`config.mk`:
```
export PLATFORM = sky130hd
export DESIGN_NAME = booth_mul_seq_flat
export DESIGN_NICKNAME = d
export VERILOG_FILES = /design/src/rtl/booth_mul_if.sv /design/src/rtl/booth_mul_seq.sv /design/src/flat_wrapper.sv
export SDC_FILE = /design/constraint.sdc
export NUM_CORES = 1
export LEC_CHECK = 0
export BUFFER_PORTS_ARGS = -buffer_cell sky130_fd_sc_hd__buf_4
export CORE_MARGIN = 2
export CORE_UTILIZATION = 45
export DETAILED_ROUTE_END_ITERATION = 10
export PLACE_DENSITY_LB_ADDON = 0.08
export SLEW_MARGIN = 20
export SYNTH_ARGS = -nofsm -noshare
export SYNTH_HDL_FRONTEND = slang
export SYNTH_SLANG_ARGS = --single-unit
```
`constraint.sdc`:
```
create_clock -name clk -period 4.89 [get_ports clk]
set_input_delay 0.2445 -clock clk [delete_from_list [all_inputs] [get_ports clk]]
set_output_delay 0.2445 -clock clk [all_outputs]
set_load 0.05 [all_outputs]
```
`src/rtl/booth_mul_if.sv`:
```
// Handshake and operand/product bundle between the control unit and the
// radix-4 Booth multiplier.
interface booth_mul_if;
    logic        start;
    logic [31:0] multiplicand;
    logic [31:0] multiplier;
    logic        busy;
    logic        done;
    logic [31:0] product_hi;
    logic [31:0] product_lo;

    modport master (
        output start, multiplicand, multiplier,
        input  busy, done, product_hi, product_lo
    );

    modport slave (
        input  start, multiplicand, multiplier,
        output busy, done, product_hi, product_lo
    );
endinterface

```
`src/rtl/booth_mul_seq.sv`:
```
// Sequential signed 32x32->64 multiplier, radix-4 Booth, one bit-pair per clock.
// The product is registered and only changes when an operation completes.
module booth_mul_seq (
    input  logic         clk,
    input  logic         clr,
    booth_mul_if.slave   bus
);
    typedef enum logic [1:0] {
        IDLE = 2'd0,
        RUN  = 2'd1,
        DONE = 2'd2
    } state_t;

    state_t             state_reg, state_next;
    logic [3:0]         count_reg, count_next;
    logic signed [33:0] acc_reg, acc_next;
    logic signed [33:0] mcand_reg, mcand_next;
    logic [31:0]        q_reg, q_next;
    logic               q_m1_reg, q_m1_next;
    logic [31:0]        hi_reg, hi_next;
    logic [31:0]        lo_reg, lo_next;

    logic signed [33:0] mcand_x2;
    logic signed [33:0] addend;
    logic signed [33:0] sum;
    logic               load;

    assign mcand_x2 = {mcand_reg[32:0], 1'b0};

    always_comb begin
        addend = '0;
        case ({q_reg[1:0], q_m1_reg})
            3'b001, 3'b010: addend = mcand_reg;
            3'b011:         addend = mcand_x2;
            3'b100:         addend = -mcand_x2;
            3'b101, 3'b110: addend = -mcand_reg;
            default:        addend = '0;
        endcase
        sum = acc_reg + addend;
    end

    always_ff @(posedge clk) begin
        if (clr) begin
            state_reg <= IDLE;
            count_reg <= '0;
            acc_reg   <= '0;
            mcand_reg <= '0;
            q_reg     <= '0;
            q_m1_reg  <= 1'b0;
            hi_reg    <= '0;
            lo_reg    <= '0;
        end else begin
            state_reg <= state_next;
            count_reg <= count_next;
            acc_reg   <= acc_next;
            mcand_reg <= mcand_next;
            q_reg     <= q_next;
            q_m1_reg  <= q_m1_next;
            hi_reg    <= hi_next;
            lo_reg    <= lo_next;
        end
    end

    always_comb begin
        state_next = state_reg;
        count_next = count_reg;
        acc_next   = acc_reg;
        mcand_next = mcand_reg;
        q_next     = q_reg;
        q_m1_next  = q_m1_reg;
        hi_next    = hi_reg;
        lo_next    = lo_reg;
        load       = 1'b0;

        case (state_reg)
            IDLE: load = bus.start;
            RUN: begin
                // Add, then shift {acc, q, q_m1} right by two with sign fill.
                acc_next   = {{2{sum[33]}}, sum[33:2]};
                q_next     = {sum[1:0], q_reg[31:2]};
                q_m1_next  = q_reg[1];
                count_next = count_reg + 4'd1;
                if (count_reg == 4'd15) begin
                    state_next = DONE;
                    hi_next    = acc_next[31:0];
                    lo_next    = q_next;
                end
            end
            // A start present on the edge leaving DONE is taken there, so a
            // held start gives one multiply every 17 cycles.
            DONE: begin
                state_next = IDLE;
                load       = bus.start;
            end
            default: state_next = IDLE;
        endcase

        if (load) begin
            acc_next   = '0;
            q_next     = bus.multiplier;
            q_m1_next  = 1'b0;
            mcand_next = {{2{bus.multiplicand[31]}}, bus.multiplicand};
            count_next = '0;
            state_next = RUN;
        end
    end

    assign bus.busy       = (state_reg == RUN);
    assign bus.done       = (state_reg == DONE);
    assign bus.product_hi = hi_reg;
    assign bus.product_lo = lo_reg;
endmodule

```
`src/flat_wrapper.sv`:
```
// flat-port wrapper written by rule: the top's interface ports become plain ports
module booth_mul_seq_flat 
  (clk, clr, bus_start, bus_multiplicand, bus_multiplier, bus_busy, bus_done, bus_product_hi, bus_product_lo);
  booth_mul_if bus_i ();
  input  logic clk;
  input  logic clr;
  input wire logic [$bits(bus_i.start)-1:0] bus_start;
  input wire logic [$bits(bus_i.multiplicand)-1:0] bus_multiplicand;
  input wire logic [$bits(bus_i.multiplier)-1:0] bus_multiplier;
  output wire logic [$bits(bus_i.busy)-1:0] bus_busy;
  output wire logic [$bits(bus_i.done)-1:0] bus_done;
  output wire logic [$bits(bus_i.product_hi)-1:0] bus_product_hi;
  output wire logic [$bits(bus_i.product_lo)-1:0] bus_product_lo;
  assign bus_i.start = bus_start;
  assign bus_i.multiplicand = bus_multiplicand;
  assign bus_i.multiplier = bus_multiplier;
  assign bus_busy = bus_i.busy;
  assign bus_done = bus_i.done;
  assign bus_product_hi = bus_i.product_hi;
  assign bus_product_lo = bus_i.product_lo;
  booth_mul_seq u_core (.clk(clk), .clr(clr), .bus(bus_i));
endmodule
```
After elaboration in Yosys (flattened, before gate mapping)
Index checks and enable logic that the tools add are counted.
{"block": "word_totals", "inputBits": 67, "elab_cells": 42, "output_inout_bits": 66, "register_bits": 167}
{"block": "op_classes", "muxes": 7, "bitwise_logic": 1, "n_addsub": 4, "eq_ne": 12, "n_reduce_logical": 9}
{"operator": "one-hot mux 34 bit (4 select lines)", "n": 1}
{"operator": "2-to-1 mux 32 bit", "n": 2}
{"operator": "adder 32 x 34 -> 34 bit", "n": 1}
{"operator": "negator 32 -> 34 bit", "n": 1}
{"operator": "negator 33 -> 34 bit", "n": 1}
{"operator": "== test 3 bit (second input constant)", "n": 3}
{"operator": "OR reduction 2 bit", "n": 4}
{"operator": "== test 3 x 2 -> 1 bit (second input constant)", "n": 2}
{"operator": "AND reduction 2 bit", "n": 3}
{"operator": "adder 4 x 1 -> 4 bit (second input constant)", "n": 1}
{"operator": "== test 4 bit (second input constant)", "n": 1}
{"operator": "inequality test 2 x 1 -> 1 bit (second input constant)", "n": 2}
{"operator": "one-hot mux 2 bit (2 select lines)", "n": 1}
{"operator": "== test 3 x 1 -> 1 bit (second input constant)", "n": 1}
{"operator": "inequality test 3 x 1 -> 1 bit (second input constant)", "n": 1}
{"operator": "== test 2 x 1 -> 1 bit (second input constant)", "n": 1}
{"operator": "== test 2 bit (second input constant)", "n": 1}
{"operator": "logical NOT 2 bit", "n": 1}
{"operator": "2-to-1 mux 1 bit", "n": 2}
{"operator": "2-to-1 mux 2 bit", "n": 1}
{"operator": "nonzero test 2 bit", "n": 1}
{"operator": "NOT 1 bit", "n": 1}

Depth between registers and ports, before layout
Gate-level depths: netlist of run 1.
{"block": "logic_depth", "ltp_word": 6, "ltp_mapped": 21, "depth_no_buf": 21}

Worst setup path before layout of run 1
No wires, ideal clock.
{"block": "synth_path", "path_type": "register to register", "start": "reg u_core.mcand_reg[8]", "end": "reg, netlist name u_core.acc_reg[31]", "arrival_time_ns": 5.216, "synth_period_minus_slack_ns": 5.342, "stages_incl_launch_ff": 22, "slack_ns": -0.452, "t_required_ns": 4.764, "setup_ns": 0.126, "cell_sequence": "dfxtp_1 buf_6 or4_4 nor4_4 nand2_1 or3_4 or4b_1 nand2_1 xnor2_1 a221oi_1 a31oi_1 ha_1 buf_2 nand4_1 nor4_1 or4b_1 a31oi_2 a2111oi_1 o311ai_1 a211oi_1 o211ai_1 o31ai_1"}
{"block": "synth_between", "elab_chain_len": 3, "elab_cells_between_ends": 4, "classes_between": "add/sub: 3; mux: 1"}
{"item": "start: declaration", "line_no": "booth_mul_seq.sv:17", "source": "logic signed [33:0] mcand_reg, mcand_next;"}
{"item": "start signal: assignment", "line_no": "booth_mul_seq.sv:56", "source": "mcand_reg <= mcand_next;"}
{"item": "negator 33 -> 34 bit or negator 32 -> 34 bit (tied branches)", "line_no": "booth_mul_seq.sv:35, booth_mul_seq.sv:36"}
{"item": "one-hot mux 34 bit (4 select lines) *", "line_no": "booth_mul_seq.sv:32", "source": "case ({q_reg[1:0], q_m1_reg})"}
{"item": "adder 32 x 34 -> 34 bit *", "line_no": "booth_mul_seq.sv:39", "source": "sum = acc_reg + addend;"}
Every way passes the cells marked *; elsewhere a longest branch is shown, timed or not.
A chain may end at the register's enable or synchronous reset.

Worst setup path in the final report of run 1
{"block": "layout_path", "start": "reg u_core.mcand_reg[8]", "end": "reg u_core.hi_reg[31], in the netlist u_core.bus.product_hi[31]"}
{"block": "layout_between", "elab_chain_len": 3, "elab_cells_between_ends": 4, "classes_between": "add/sub: 3; mux: 1"}
{"item": "negator 33 -> 34 bit or negator 32 -> 34 bit (tied branches)", "line_no": "booth_mul_seq.sv:35, booth_mul_seq.sv:36"}
{"item": "one-hot mux 34 bit (4 select lines) *", "line_no": "booth_mul_seq.sv:32"}
{"item": "adder 32 x 34 -> 34 bit *", "line_no": "booth_mul_seq.sv:39"}
{"item": "end signal: assignment", "line_no": "booth_mul_seq.sv:59", "source": "hi_reg <= hi_next;"}
{"item": "end: declaration", "line_no": "booth_mul_seq.sv:20", "source": "logic [31:0] hi_reg, hi_next;"}
Marks and branches as above.

==> out/qor.csv, run 1 <==
stage;metric;value;unit
critical_path;Worst R2R Start;u_core.mcand_reg[8];
sta;setup ws final;-262;ps
logic_synthesis;most frequent cell after synthesis;nand2_1;
run_status;failing checks;negative setup slack;
cells_and_area;P&R area growth vs syn;26.6;%
critical_path;crit end category;flop;
cells_and_area;share of post-route cells with drive strength above 1;0.217;
critical_path;r2r setup slk;-260;ps
logic_synthesis;cell area after synthesis;0.00958;mm2
clock_tree;Hold-fix buffers, CTS;0;
logic_synthesis;asr flop ratio synth;0;
logic_synthesis;ranking of synthesized cells by area;dfxtp_1 (35%), nand2_1 (12%), a21oi_1 (9.5%), ha_1 (4.6%), xnor2_1 (4.4%);
logic_synthesis;Primary FF master, synth;dfxtp_1;
critical_path;crit path kind;reg2reg;
critical_path;Critical Path RT;5210;ps
route;DR iter-0 viols;521;
place;port buffer count;132;
cells_and_area;diodes inserted;0;
logic_synthesis;mean post-synth cell area;7.31;um2
critical_path;CP arrival;5470;ps
route;vias post-DR;9635;
route;DRC viols;0;
die;row count;53;
logic_synthesis;Mapped Nets;1413;
grt;grt ovf;0;
die;core area;0.0210;mm2
route;met3 WL;1620;um
clock_tree;CTS tree;built;
critical_path;critical path launch point type;flop;
logic_synthesis;#FFs+latches synth;167;
critical_path;critical path peak fanout;3;
critical_path;RR Endpoint;u_core.bus.product_hi[31];
flow_run;Max-cap violations;0;
clock_tree;worst skew pair latency;450;ps
route;max layer used;met4;
logic_synthesis;commonest cells in the netlist;nand2_1 (309), a21oi_1 (181), dfxtp_1 (167);
clock_tree;htree depth;4;
grt;largest net degree at the start of global routing;70;
hold_path;worst hold path type;in2reg;
critical_path;cell count of the worst reg-to-reg path;20;
clock_tree;Max clock buf depth;2;
sta;# setup viols final;9;
place;Detail Placement HPWL;19600;um
sta;worst rel slew slack;0.457;
grt;vias in the first global route;9063;
die;Die Ht;150;um
route;Vias/cell;5.56;
sta;RSZ-0062 raised after global routing;yes;
route;Routed Antenna Nets;0;
route;DR WL met2;13300;um
sta;Period Utilization, post-route;1.05;
power;worst vdd ir;210;uV
sta;clock skew;15.6;ps
place;routability cong.;0.858;
route;Metal-1 WL;12600;um
die;Die Width;150;um
route;post-DR wirelength/cell;16.3;um
logic_synthesis;Synth cell types;67;
sta;Final Max Tran Viols;0;
route;final wirelength;28300;um
clock_tree;Root Driver;clkbuf_16;
cells_and_area;layout net count;1550;
logic_synthesis;area leader, netlist;dfxtp_1;
run_status;status;finished with violations;
logic_synthesis;area share of the largest cell type after synthesis;0.349;
sta;max frequency;194;MHz
logic_synthesis;register area share after synthesis;0.349;
die;starting density of the core;0.457;
clock_tree;cts bufs inserted;17;
clock_tree;# clock sinks;167;
die;die area;0.0225;mm2
grt;first-pass GRT wire length;45400;um
power;Leakage;0.00488;uW
route;drt first pass iters;7;
grt;antenna violations before repair;0;
sta;Final min period;5150;ps
die;Top Ports;133;
hold_path;HP Start;bus_multiplicand[21];
sta;Fin. Hold Viols;0;
logic_synthesis;Post-synth EDFFs;0;
sta;Least-Margin Pin Slew;814;ps
clock_tree;Worst-path clk slew;70;ps
hold_path;worst hold endpoint;u_core.mcand_reg[21];
logic_synthesis;Syn. warnings;0;
cells_and_area;fin util;0.578;
grt;GRT Total Usage;0.252;
power;PnR Total Power;3720;uW
logic_synthesis;Syn Inst Count;1310;
power;pwr dens;307;mW/mm2
hold_path;hold path depth;3;
metal layers:
layer,global-route usage,vias to the layer above
li1,-,4851
met1,0.315,4507
met2,0.419,235
met3,0.0634,42
met4,0.0953,0
met5,0,-
final cells by class:
class / instances / area (um2)
Clock inverter: 14 / 154
Clock buffer: 17 / 425
Timing Repair Buffer: 223 / 1690
Multi-Input combinational cell: 1025 / 6110
Tap cell: 275 / 344
Fill cell: 2056 / 8830
Sequential cell: 167 / 3340
Inverter: 13 / 48.8
power breakdown:
group | internal (uW) | switching [uW] | total, uW | leakage, uW
registers | 1420 | 55.6 | 1470 | 0.00136
logic | 387 | 527 | 913 | 0.00324
clock network | 683 | 657 | 1340 | 0.000283
total | 2490 | 1240 | 3720 | 0.00488
what timing repair did:
item	in CTS	in global routing
setup buffers	12	6
resized for setup	10	45
setup endpoints to repair	4	27
pin swaps	11	16
layout by cell type (no fill, tap or decap), types with 5 or more instances in the layout:
| master | count |
|---|---|
| a211oi_1 | 8 |
| a21o_1 | 14 |
| a21oi_1 | 173 |
| a21oi_2 | 7 |
| a221oi_1 | 18 |
| a22oi_1 | 8 |
| a31oi_1 | 12 |
| and2_1 | 5 |
| buf_4 | 218 |
| buf_6 | 5 |
| clkbuf_16 | 17 |
| dfxtp_1 | 166 |
| ha_1 | 32 |
| inv_1 | 12 |
| inv_8 | 7 |
| nand2_1 | 305 |
| nand2_2 | 5 |
| nand3_1 | 15 |
| nand4_1 | 9 |
| nor2_1 | 87 |
| nor2b_1 | 7 |
| nor3_1 | 43 |
| o211ai_1 | 8 |
| o21a_1 | 9 |
| o21ai_0 | 40 |
| o21ai_1 | 6 |
| o22ai_1 | 36 |
| or3_1 | 9 |
| or3_4 | 7 |
| xnor2_1 | 44 |
| xor2_1 | 24 |
critical path, stage by stage (launching register included):
cell and delay (ps):
dfxtp_1 320, or4_4 550, nor4_4 160, nand2_1 120, or3_4 350, or4b_4 540, nand2_2 100, xnor2_2 80
a221oi_2 370, a31oi_4 70, ha_4 290, nand4_1 120, nor4_2 300, or4b_4 530, a31oi_4 200, a2111oi_4 110
o311ai_4 270, buf_4 190, nand2_1 70, a31oi_1 170, o2111ai_1 120
per-stage QoR:
| step | hold WS [ps] | setup slack (ps) | area (um2) | setup TNS [ps] | std cells |
|---|---|---|---|---|---|
| after global placement | 444 | -251 | 11200 | -556 | 1689 |
| after detailed placement | 447 | -300 | 11200 | -742 | 1689 |
| final | 41.0 | -262 | 12100 | -1470 | 1734 |
| after global routing | 36.8 | -502 | 12100 | -5110 | 1734 |
| after floorplan | 380 | -74.8 | 9660 | -123 | 1310 |
| after CTS | 25.1 | -195 | 11900 | -890 | 1731 |
worst max-delay path by stage:
stage	start	end	slack [ps]	cells after the start
6_report	u_core.mcand_reg[8]	u_core.bus.product_hi[31]	-260	20
5_1_grt	u_core.mcand_reg[2]	u_core.bus.product_hi[31]	-500	21
4_1_cts	u_core.mcand_reg[8]	u_core.bus.product_hi[31]	-190	20
3_5_place_dp	u_core.mcand_reg[2]	u_core.bus.product_hi[31]	-300	21
3_3_place_gp	u_core.mcand_reg[2]	u_core.bus.product_hi[31]	-250	21
2_1_floorplan	u_core.mcand_reg[2]	u_core.acc_reg[31]	-70	20
kinds of logic (layout without fill, tap and decap cells):
| family | Yosys count | count (layout) | share of synthesized area |
|---|---|---|---|
| AND/OR/NAND/NOR | 529 | 529 | 0.242 |
| AO/OA/AOI/OAI | 381 | 381 | 0.241 |
| flip-flops | 167 | 167 | 0.349 |
| buffers and inverters | 118 | 267 | 0.0479 |
| XOR/XNOR | 75 | 75 | 0.0686 |
| adder cells (fa/ha/maj) | 36 | 36 | 0.0478 |
| multiplexers | 4 | 4 | 0.00418 |
No activity file was read; power rests on OpenSTA's default activity.
==> run 2, diff against run 1 <==
--- a/config.mk
+++ b/config.mk
@@ -5,7 +5,7 @@
 export SDC_FILE = /design/constraint.sdc
 export NUM_CORES = 1
 export LEC_CHECK = 0
-export BUFFER_PORTS_ARGS = -buffer_cell sky130_fd_sc_hd__buf_4
+export BUFFER_PORTS_ARGS = -buffer_cell sky130_fd_sc_hd__buf_2
 export CORE_MARGIN = 2
 export CORE_UTILIZATION = 45
 export DETAILED_ROUTE_END_ITERATION = 10
==> out/qor.csv, run 2 (synthesis gave the netlist of run 1 again) <==
stage;metric;value;unit
critical_path;Critical Path RT;5210;ps
grt;largest net degree at the start of global routing;75;
critical_path;critical path launch point type;flop;
critical_path;RR Endpoint;u_core.acc_reg[31];
grt;vias in the first global route;8989;
clock_tree;worst skew pair latency;440;ps
route;DR iter-0 viols;572;
cells_and_area;layout net count;1544;
sta;Least-Margin Pin Slew;864;ps
clock_tree;htree depth;4;
critical_path;cell count of the worst reg-to-reg path;20;
sta;worst rel slew slack;0.424;
route;post-DR wirelength/cell;16.1;um
grt;grt ovf;0;
die;die area;0.0225;mm2
place;Detail Placement HPWL;19600;um
cells_and_area;share of post-route cells with drive strength above 1;0.213;
cells_and_area;area occupied by multi-input gates;0.00605;mm2
cells_and_area;Reg area;0.00335;mm2
place;pre-CTS setup slack;-193;ps
cells_and_area;fillcell total;2060;
clock_tree;Root Driver;clkbuf_16;
clock_tree;Hold-fix buffers, CTS;0;
cells_and_area;highest-count cells in the layout ignoring fill and taps;nand2_1 (303), a21oi_1 (173), dfxtp_1 (165), buf_2 (131), nor2_1 (86);
cells_and_area;commonest non-fill, non-tap cell in the layout;nand2_1;
route;vias post-DR;9567;
sta;Final min period;5160;ps
grt;first-pass GRT wire length;45500;um
critical_path;r2r setup slk;-270;ps
place;routability cong.;0.855;
run_status;status;finished with violations;
hold_path;worst hold endpoint;u_core.mcand_reg[21];
die;Top Ports;133;
critical_path;crit path kind;reg2reg;
critical_path;CP arrival;5470;ps
sta;max frequency;194;MHz
sta;setup ws final;-266;ps
power;worst vdd ir;204;uV
route;DRC viols;0;
route;Vias/cell;5.54;
cells_and_area;diodes inserted;0;
sta;Final Max Tran Viols;0;
sta;clock skew;13.9;ps
run_status;failing checks;negative setup slack;
die;Die Ht;150;um
clock_tree;cts bufs inserted;17;
sta;Period Utilization, post-route;1.05;
grt;antenna violations before repair;0;
sta;RSZ-0062 raised after global routing;yes;
route;drt first pass iters;5;
clock_tree;Worst-path clk slew;70;ps
critical_path;Worst R2R Start;u_core.mcand_reg[2];
critical_path;crit end category;flop;
sta;Fin. Hold Viols;0;
cells_and_area;P&R area growth vs syn;21.9;%
route;final wirelength;27900;um
hold_path;worst hold path type;in2reg;
die;row count;53;
hold_path;hold path depth;3;
critical_path;critical path peak fanout;2;
clock_tree;CTS tree;built;
power;pwr dens;316;mW/mm2
place;port buffer count;132;
die;core area;0.0210;mm2
clock_tree;Max clock buf depth;2;
power;Leakage;0.00478;uW
sta;# setup viols final;5;
power;PnR Total Power;3690;uW
die;Die Width;150;um
flow_run;Max-cap violations;0;
route;Routed Antenna Nets;0;
hold_path;HP Start;bus_multiplicand[21];
clock_tree;# clock sinks;167;
die;starting density of the core;0.457;
grt;GRT Total Usage;0.251;
[run 2: cell types whose count changed in the layout (fill, tap and decap cells not counted), moves of 3 or more]
cell	previous run	this run
buf_2	0	131
o21ai_0	40	44
o21ai_1	6	3
buf_6	5	1
buf_4	218	85
[run 2: layout make-up]
type	instances	share of cell area
clock buffers	17	0.0364
clock inverters	14	0.0134
inverters	13	0.00418
multi-input cells	1025	0.518
flip-flops and latches	167	0.287
well taps	275	0.0295
repair buffers	217	0.112
[run 2: how the worst max path moves through the flow]
stage                     depth (start not counted)  slack (ps)                        end                 from
after floorplan                                  20         -70         u_core.acc_reg[31]  u_core.mcand_reg[2]
after global placement                           20        -140  u_core.bus.product_hi[31]  u_core.mcand_reg[2]
after detailed placement                         20        -190  u_core.bus.product_hi[31]  u_core.mcand_reg[2]
after CTS                                        20        -170         u_core.acc_reg[31]  u_core.mcand_reg[8]
after global routing                             20        -440         u_core.acc_reg[31]  u_core.mcand_reg[8]
final                                            20        -270         u_core.acc_reg[31]  u_core.mcand_reg[2]
[run 2: repair_timing]
item / CTS / global route
resized for setup: 8 / 33
pin swaps: 1 / 7
endpoints found under the setup margin: 7 / 22
setup buffers: 5 / 2
[run 2: metal layers]
metal  track usage  vias to the layer above  routed length [um]
met5             0                        -                   0
met4        0.0811                        0                 609
met3        0.0540                       32                1620
met2         0.408                      277               13100
met1         0.331                     4409               12600
li1              -                     4849                   -
[run 2: worst max-delay path, stage by stage (launching register included)]
cell and delay (ps):
dfxtp_2 320, or3_4 370, or3_4 340, or3_4 340, or3_4 330, or3_4 340
nand2_2 90, xor2_2 160, o221ai_1 140, o21a_1 200, ha_4 310, nand3_4 90
nor4_4 270, or4b_4 510, a31oi_4 200, a2111oi_4 110, o311ai_2 310, buf_4 180
a211oi_2 80, o211ai_1 230, o31ai_1 100
[run 2: per-stage QoR]
| stage | setup TNS, ps | util | std cells | hold WS (ps) | instance area, um2 |
|---|---|---|---|---|---|
| 2_1_floorplan | -123 | - | 1310 | 380 | 9660 |
| 3_3_place_gp | -254 | 0.518 | 1690 | 439 | 10800 |
| 3_5_place_dp | -443 | 0.518 | 1690 | 443 | 10800 |
| 4_1_cts | -432 | 0.549 | 1726 | 23.2 | 11500 |
| 5_1_grt | -3010 | 0.557 | 1728 | 41.1 | 11700 |
| 6_report | -635 | 0.557 | 1728 | 30.9 | 11700 |
[run 2: where the power goes]
group	total (uW)	switching (uW)	internal [uW]
Clock	1340	653	682
Combinational	886	522	364
Sequential	1470	54.6	1420
Total	3690	1230	2460
